==> config.mk <==
export PLATFORM = sky130hd
export DESIGN_NAME = fpu_sched
export DESIGN_NICKNAME = d
export VERILOG_FILES = /design/src/rtl/fpu_sched_pkg.sv /design/src/rtl/fpu_sched_rr_pick.sv /design/src/rtl/fpu_sched.sv
export SDC_FILE = /design/constraint.sdc
export NUM_CORES = 1
export LEC_CHECK = 0
export CORE_MARGIN = 1.5
export CORE_UTILIZATION = 38
export CTS_CLUSTER_DIAMETER = 40
export DETAILED_ROUTE_END_ITERATION = 16
export GPL_TIMING_DRIVEN = 0
export HOLD_SLACK_MARGIN = 0.12
export PLACE_DENSITY = 0.8
export SLEW_MARGIN = 5
export SYNTH_ARGS = -nofsm -noshare
export SYNTH_HDL_FRONTEND = slang
export SYNTH_SLANG_ARGS = --single-unit
==> constraint.sdc <==
create_clock -name clk -period 2.3 [get_ports clk]
set_input_delay 0.46 -clock clk [delete_from_list [all_inputs] [get_ports clk]]
set_output_delay 0.46 -clock clk [all_outputs]
set_load 0.005 [all_outputs]
==> src/rtl/fpu_sched_pkg.sv <==
// Shared opcodes, word width and scheduler state encoding for fpu_sched.
// The FPU_TIMEOUT_EN build also lets ADDF/SUBF/RECF through to the fpu.
package fpu_sched_pkg;

  localparam int WORD = 16;
  localparam int OPW  = 5;

  localparam logic [OPW-1:0] OPADDF = 5'h11;
  localparam logic [OPW-1:0] OPFTOI = 5'h12;
  localparam logic [OPW-1:0] OPITOF = 5'h13;
  localparam logic [OPW-1:0] OPMULF = 5'h14;
  localparam logic [OPW-1:0] OPSUBF = 5'h15;
  localparam logic [OPW-1:0] OPRECF = 5'h16;

  typedef enum logic [2:0] {
    IDLE,
    LAUNCH,
    WAIT,
    RESP,
    REJECT,
    ABORT
  } sched_state_e;

  // ADDF/SUBF/RECF never complete on their own, so they are only safe to launch when a timeout exists.
  function automatic logic op_launchable(input logic [OPW-1:0] op, input logic allow_ext);
    logic ok;
    ok = (op == OPITOF) || (op == OPFTOI) || (op == OPMULF);
    if (allow_ext)
      ok = ok || (op == OPADDF) || (op == OPSUBF) || (op == OPRECF);
    return ok;
  endfunction

endpackage

==> src/rtl/fpu_sched_rr_pick.sv <==
// rr_pick: combinational round-robin picker; first set request at or after ptr_i, with wrap.
module rr_pick #(
  parameter int NREQ = 2,
  parameter int IW   = 1
) (
  input  logic [NREQ-1:0] req_i,
  input  logic [IW-1:0]   ptr_i,
  output logic            any_o,
  output logic [IW-1:0]   sel_o,
  output logic [NREQ-1:0] grant_o
);

  logic [IW-1:0] idx;

  // Walk offsets from the far end down so the nearest request to ptr_i is written last and wins.
  always_comb begin
    any_o = 1'b0;
    sel_o = '0;
    idx   = '0;
    for (int k = NREQ - 1; k >= 0; k--) begin
      idx = IW'((int'(ptr_i) + k) % NREQ);
      if (req_i[idx]) begin
        any_o = 1'b1;
        sel_o = idx;
      end
    end
    grant_o = any_o ? (NREQ'(1) << sel_o) : '0;
  end

endmodule

==> src/rtl/fpu_sched.sv <==
// fpu_sched: round-robin front end sharing one multi-cycle fpu among NREQ requesters.
// Optional build macro FPU_TIMEOUT_EN adds a WAIT watchdog that aborts a hung op.
module fpu_sched
  import fpu_sched_pkg::*;
#(
  parameter int NREQ    = 2,
  parameter int TIMEOUT = 64
) (
  input  logic                   clk,
  input  logic                   reset,
  input  logic [NREQ-1:0]        req,
  input  logic [OPW*NREQ-1:0]    req_instr,
  input  logic [WORD*NREQ-1:0]   req_op1,
  input  logic [WORD*NREQ-1:0]   req_op2,
  output logic [NREQ-1:0]        gnt,
  output logic [NREQ-1:0]        rsp_valid,
  output logic [WORD-1:0]        rsp_result,
  output logic                   rsp_err,
  output logic                   fpu_en,
  output logic [OPW-1:0]         fpu_instr,
  output logic [WORD-1:0]        fpu_op1,
  output logic [WORD-1:0]        fpu_op2,
  input  logic [WORD-1:0]        fpu_result,
  input  logic                   fpu_done
);

  localparam int IW = (NREQ > 1) ? $clog2(NREQ) : 1;

  if (NREQ < 2 || NREQ > 8 || TIMEOUT < 1) begin : g_bad_cfg
    $error("fpu_sched: NREQ must be 2..8 and TIMEOUT at least 1");
  end

`ifdef FPU_TIMEOUT_EN
  localparam int   CW        = $clog2(TIMEOUT + 1);
  localparam logic ALLOW_EXT = 1'b1;
  logic [CW-1:0] cnt_q, cnt_d;
`else
  localparam logic ALLOW_EXT = 1'b0;
`endif

  sched_state_e     state_q, state_d;
  logic [IW-1:0]    rr_ptr_q, rr_ptr_d;
  logic [IW-1:0]    owner_q, owner_d;
  logic [OPW-1:0]   instr_q, instr_d;
  logic [WORD-1:0]  op1_q, op1_d;
  logic [WORD-1:0]  op2_q, op2_d;
  logic [NREQ-1:0]  gnt_q, gnt_d;
  logic [WORD-1:0]  rsp_result_q, rsp_result_d;
  logic             rsp_err_q, rsp_err_d;

  logic             pick_any;
  logic [IW-1:0]    pick_sel;
  logic [NREQ-1:0]  pick_grant;
  logic [OPW-1:0]   sel_instr;
  logic [WORD-1:0]  sel_op1, sel_op2;

  rr_pick #(
    .NREQ (NREQ),
    .IW   (IW)
  ) u_pick (
    .req_i   (req),
    .ptr_i   (rr_ptr_q),
    .any_o   (pick_any),
    .sel_o   (pick_sel),
    .grant_o (pick_grant)
  );

  always_comb begin
    sel_instr = '0;
    sel_op1   = '0;
    sel_op2   = '0;
    for (int i = 0; i < NREQ; i++) begin
      if (pick_sel == IW'(i)) begin
        sel_instr = req_instr[OPW*i +: OPW];
        sel_op1   = req_op1[WORD*i +: WORD];
        sel_op2   = req_op2[WORD*i +: WORD];
      end
    end
  end

  always_ff @(posedge clk or posedge reset) begin
    if (reset) begin
      state_q      <= IDLE;
      rr_ptr_q     <= '0;
      owner_q      <= '0;
      instr_q      <= '0;
      op1_q        <= '0;
      op2_q        <= '0;
      gnt_q        <= '0;
      rsp_result_q <= '0;
      rsp_err_q    <= 1'b0;
`ifdef FPU_TIMEOUT_EN
      cnt_q        <= '0;
`endif
    end else begin
      state_q      <= state_d;
      rr_ptr_q     <= rr_ptr_d;
      owner_q      <= owner_d;
      instr_q      <= instr_d;
      op1_q        <= op1_d;
      op2_q        <= op2_d;
      gnt_q        <= gnt_d;
      rsp_result_q <= rsp_result_d;
      rsp_err_q    <= rsp_err_d;
`ifdef FPU_TIMEOUT_EN
      cnt_q        <= cnt_d;
`endif
    end
  end

  // fpu_en and rsp_valid decode straight from state so an async reset clears them at once.
  always_comb begin
    state_d      = state_q;
    rr_ptr_d     = rr_ptr_q;
    owner_d      = owner_q;
    instr_d      = instr_q;
    op1_d        = op1_q;
    op2_d        = op2_q;
    gnt_d        = '0;
    rsp_result_d = rsp_result_q;
    rsp_err_d    = rsp_err_q;
    fpu_en       = 1'b0;
    rsp_valid    = '0;
`ifdef FPU_TIMEOUT_EN
    cnt_d        = cnt_q;
`endif

    unique case (state_q)
      IDLE: begin
        if (pick_any) begin
          gnt_d   = pick_grant;
          owner_d = pick_sel;
          instr_d = sel_instr;
          op1_d   = sel_op1;
          op2_d   = sel_op2;
          if (op_launchable(sel_instr, ALLOW_EXT)) begin
            state_d = LAUNCH;
          end else begin
            state_d      = REJECT;
            rsp_err_d    = 1'b1;
            rsp_result_d = '0;
          end
        end
      end

      // done here still belongs to the previous op, so it is not looked at.
      LAUNCH: begin
        fpu_en  = 1'b1;
        state_d = WAIT;
`ifdef FPU_TIMEOUT_EN
        cnt_d   = '0;
`endif
      end

      WAIT: begin
        fpu_en = !fpu_done;
        if (fpu_done) begin
          rsp_result_d = fpu_result;
          rsp_err_d    = 1'b0;
          state_d      = RESP;
        end
`ifdef FPU_TIMEOUT_EN
        else begin
          cnt_d = cnt_q + 1'b1;
          if (cnt_d == CW'(TIMEOUT)) begin
            rsp_result_d = '1;
            rsp_err_d    = 1'b1;
            state_d      = ABORT;
          end
        end
`endif
      end

      RESP, REJECT, ABORT: begin
        rsp_valid = NREQ'(1) << owner_q;
        rr_ptr_d  = IW'((int'(owner_q) + 1) % NREQ);
        state_d   = IDLE;
      end

      default: state_d = IDLE;
    endcase
  end

  assign gnt        = gnt_q;
  assign rsp_result = rsp_result_q;
  assign rsp_err    = rsp_err_q;
  assign fpu_instr  = instr_q;
  assign fpu_op1    = op1_q;
  assign fpu_op2    = op2_q;

endmodule
==> metrics.md <==
| Metric | Value |
|---|---|
| EDFF count, synth | 0 |
| Placeable Area | 6869 sq um |
| Detailed placer's ending HPWL | 6165 um |
| Final Max Tran Viols | 0 |
| Number of global-route vias before repair | 2711 |
| Multi-input logic area | 1111 sq um |
| Starting density of the core | 39.95% |
| Clk sink count | 61 |
| CTS Buffer Depth | 2 |
| Hold Vio Cnt, Final | 0 |
| FF+latch area | 1528 sq um |
| Area after DPL | 4415 sq um |
| Initial antenna violation count | 0 |
| CTS tree | yes |
| Nets | 567 |
| GRT Total Usage | 21.37% |
| Post-Syn Nets | 402 |
| PnR worst setup slack | 0.09978 ns |
| Synth Cell Area | 2744 sq um |
| Largest net degree at the start of global routing | 37 |
| Cell class contributing the biggest share of worst-path delay | buffers and inverters |
| CP Max Fanout | 6 |
| Synth Instances | 307 |
| Outcome | completed |
| # Post-CTS Setup Buffers | 0 |
| Clock transition at path regs | 0.07 ns |
| Avg Cell Area, Syn | 8.938 sq um |
| Async set-reset flop share out of synthesis | 100.0% |
| Final period utilization | 95.66% |
| Drt drc | 0 |
| Final Cell Area | 4636 sq um |
| RSZ-0062 raised after global routing | no |
| Routed length per instance | 14.22 um |
| Ys Warns | 0 |
| PwrDens | 1129 nW/um^2 |
| Worst-margin pin slew | 0.5644 ns |
| Post-synthesis sequential area ratio | 55.63% |
| Worst hold path class | reg2reg |
| F_max | 454.5 MHz |
| Cell Rows | 30 |
| Ys flop type | dfrtp_1 |
| Clk_lat worst skew | 0.33 ns |
| Final antenna-violating net count | 0 |
| Die Ht | 87.98 um |
| Chip width | 87.98 um |
| Layout area overhead | 68.95% |
| Post-Synth Simple-Gate Area | 22.48% |
| Post-Place Worst Slack | -0.008073 ns |
| Filler cells | 580 |
| Crit. End Element | output port |
| Yosys cell types | 28 |
| Startpoint Class | flip-flop |
| Total power draw | 5.232 mW |
| Number of buffer and inverter stages on the critical path | 1 |
| # hold bufs at CTS | 0 |
| Max-Cap Viols | 0 |
| Starting DRT DRC Count | 81 |
| # setup viols final | 0 |
| Critical path data required time | 1.84 ns |
| TritonCTS buffer count | 9 |
| Total grt overflow | 0 |
| Clock root cell | clkbuf_8 |
| I/O Pins | 154 |
| DRT Pass-1 Iters | 4 |
| Worst R2R Setup Slack | 0.47 ns |
| Multiplexer share of the synthesized area | 2.189% |
| Compound-Gate Fraction of Synth Area | 15.60% |
| Worst-path cell chain | a21oi_1 > a21oi_2 > nor2b_2 > clkdlybuf4s50_1 |
| Port bufs | 153 |
| First-pass GRT wire length | 12570 um |
| # diodes | 0 |
| Avg Vias per Cell | 4.848 |
| Full die area | 7740 sq um |
| Htree depth | 3 |
| Worst IR Drop VDD | 0.5245 mV |
| Arr. time, crit path | 1.74 ns |
| Post-synthesis adder-cell area fraction | 0% |
| Period minus WS final | 2.200 ns |
| Resized Gates After CTS | 2 |
| Setup CP Type | reg2out |
| Crit-path max cell delay | 0.51 ns |
| Relative slew slack | 62.32% |
| Final wirelength | 8146 um |
| DR vias | 2778 |
| Xor/xnor cell area share of the yosys netlist | 0% |
| Fin Clk Skew | 0.004784 ns |
| Largest family of logic cells by synthesized area | simple AND/OR/NAND/NOR gates |
| Layout cell share with drive strength beyond 1 | 8.805% |
| Worst path slowest cell | clkdlybuf4s50_1 |
| Final Wtd Congestion | 0.7545 |
| Leakage power | 1.939 nW |
| Yosys reg bits | 61 |
[per-stage QoR]
stage               cells  utilization (%)  hold slack, ns  setup TNS (ns)
floorplan             307                -          0.4637               0
finish                573            67.49          0.4823               0
global placement      556            63.99          0.4587          -44.13
CTS                   573            67.41          0.4806               0
global route          573            67.49          0.4996               0
detailed placement    557            64.28          0.4651       -0.008073
[cells in the mapped netlist (2+ instances only)]
| cell | count | area share [%] |
|---|---|---|
| inv_1 | 2 | 0.27 |
| nand2_1 | 102 | 14 |
| clkbuf_1 | 11 | 1.5 |
| a31oi_1 | 32 | 7.3 |
| a21oi_1 | 11 | 2.0 |
| nor2_1 | 35 | 4.8 |
| nand2b_1 | 3 | 0.68 |
| buf_6 | 3 | 1.2 |
| nor2b_1 | 3 | 0.68 |
| mux2i_1 | 6 | 2.2 |
| a21oi_2 | 9 | 2.9 |
| dfrtp_1 | 61 | 56 |
| buf_2 | 6 | 1.1 |
| and3_1 | 2 | 0.46 |
| a21o_1 | 3 | 0.82 |
| o21ai_0 | 6 | 1.1 |
[cell type report]
type	instances	area share [%]
buffer	20	2.267
tap	96	2.591
inverter	2	0.1619
timing repair buffer	154	33.44
sequential	61	32.96
clock inverter	7	1.943
clock buffer	9	2.672
multi-input combinational	224	23.97
[layout by cell type (no fill, tap or decap), types with 2 or more instances in the layout]
| master | instances |
|---|---|
| clkdlybuf4s50_1 | 152 |
| nand2_1 | 102 |
| dfrtp_1 | 60 |
| nor2_1 | 35 |
| a31oi_1 | 32 |
| clkbuf_1 | 11 |
| a21oi_2 | 10 |
| a21oi_1 | 10 |
| clkbuf_8 | 9 |
| buf_2 | 6 |
| mux2i_1 | 6 |
| o21ai_0 | 6 |
| buf_6 | 3 |
| nand2b_1 | 3 |
| a21o_1 | 3 |
| clkinv_2 | 3 |
| nor2b_1 | 2 |
| and3_1 | 2 |
| bufinv_16 | 2 |
| clkinvlp_4 | 2 |
[power breakdown]
part	switching (mW)	internal [mW]	leakage, nW	total [mW]
Sequential	0.253	1.52	0.740	1.78
Clock	0.420	0.604	0.105	1.02
Combinational	1.10	1.33	1.09	2.43
Total	1.77	3.46	1.94	5.23
[per-layer routing]
layer  track usage, %  part of all wire, %
met2            37.34                   50
met1            24.40                   40
met5                0                    0
met3            6.221                  7.9
met4            8.802                  2.0
[kinds of logic (layout without fill, tap and decap cells)]
logic type | after synthesis | count (layout)
AND/OR/NAND/NOR | 152 | 152
flip-flops | 61 | 61
buffers and inverters | 22 | 192
AO/OA/AOI/OAI | 66 | 66
multiplexers | 6 | 6
[flip-flops by register name (all words and copies together) (netlist names)]
signal and flops:
rsp_result 16, fpu_instr 5, state_q 3, rr_ptr_q 1, rsp_err 1, fpu_op2 16
owner_q 1, fpu_op1 16, gnt 2
[path summary, 6_finish.rpt]
| check | from | to | depth (start not counted) |
|---|---|---|---|
| max in group asynchronous | reset | state_q[1] | 3 |
| min in group asynchronous | reset | fpu_op1[5] | 2 |
| max | state_q[2] | rsp_valid[0] | 4 |
| min reg2reg | rsp_err | rsp_err | 1 |
| min | rsp_err | rsp_err | 1 |
| max reg2reg | state_q[2] | rsp_result[6] | 6 |
No activity file was read; power rests on OpenSTA's default activity.
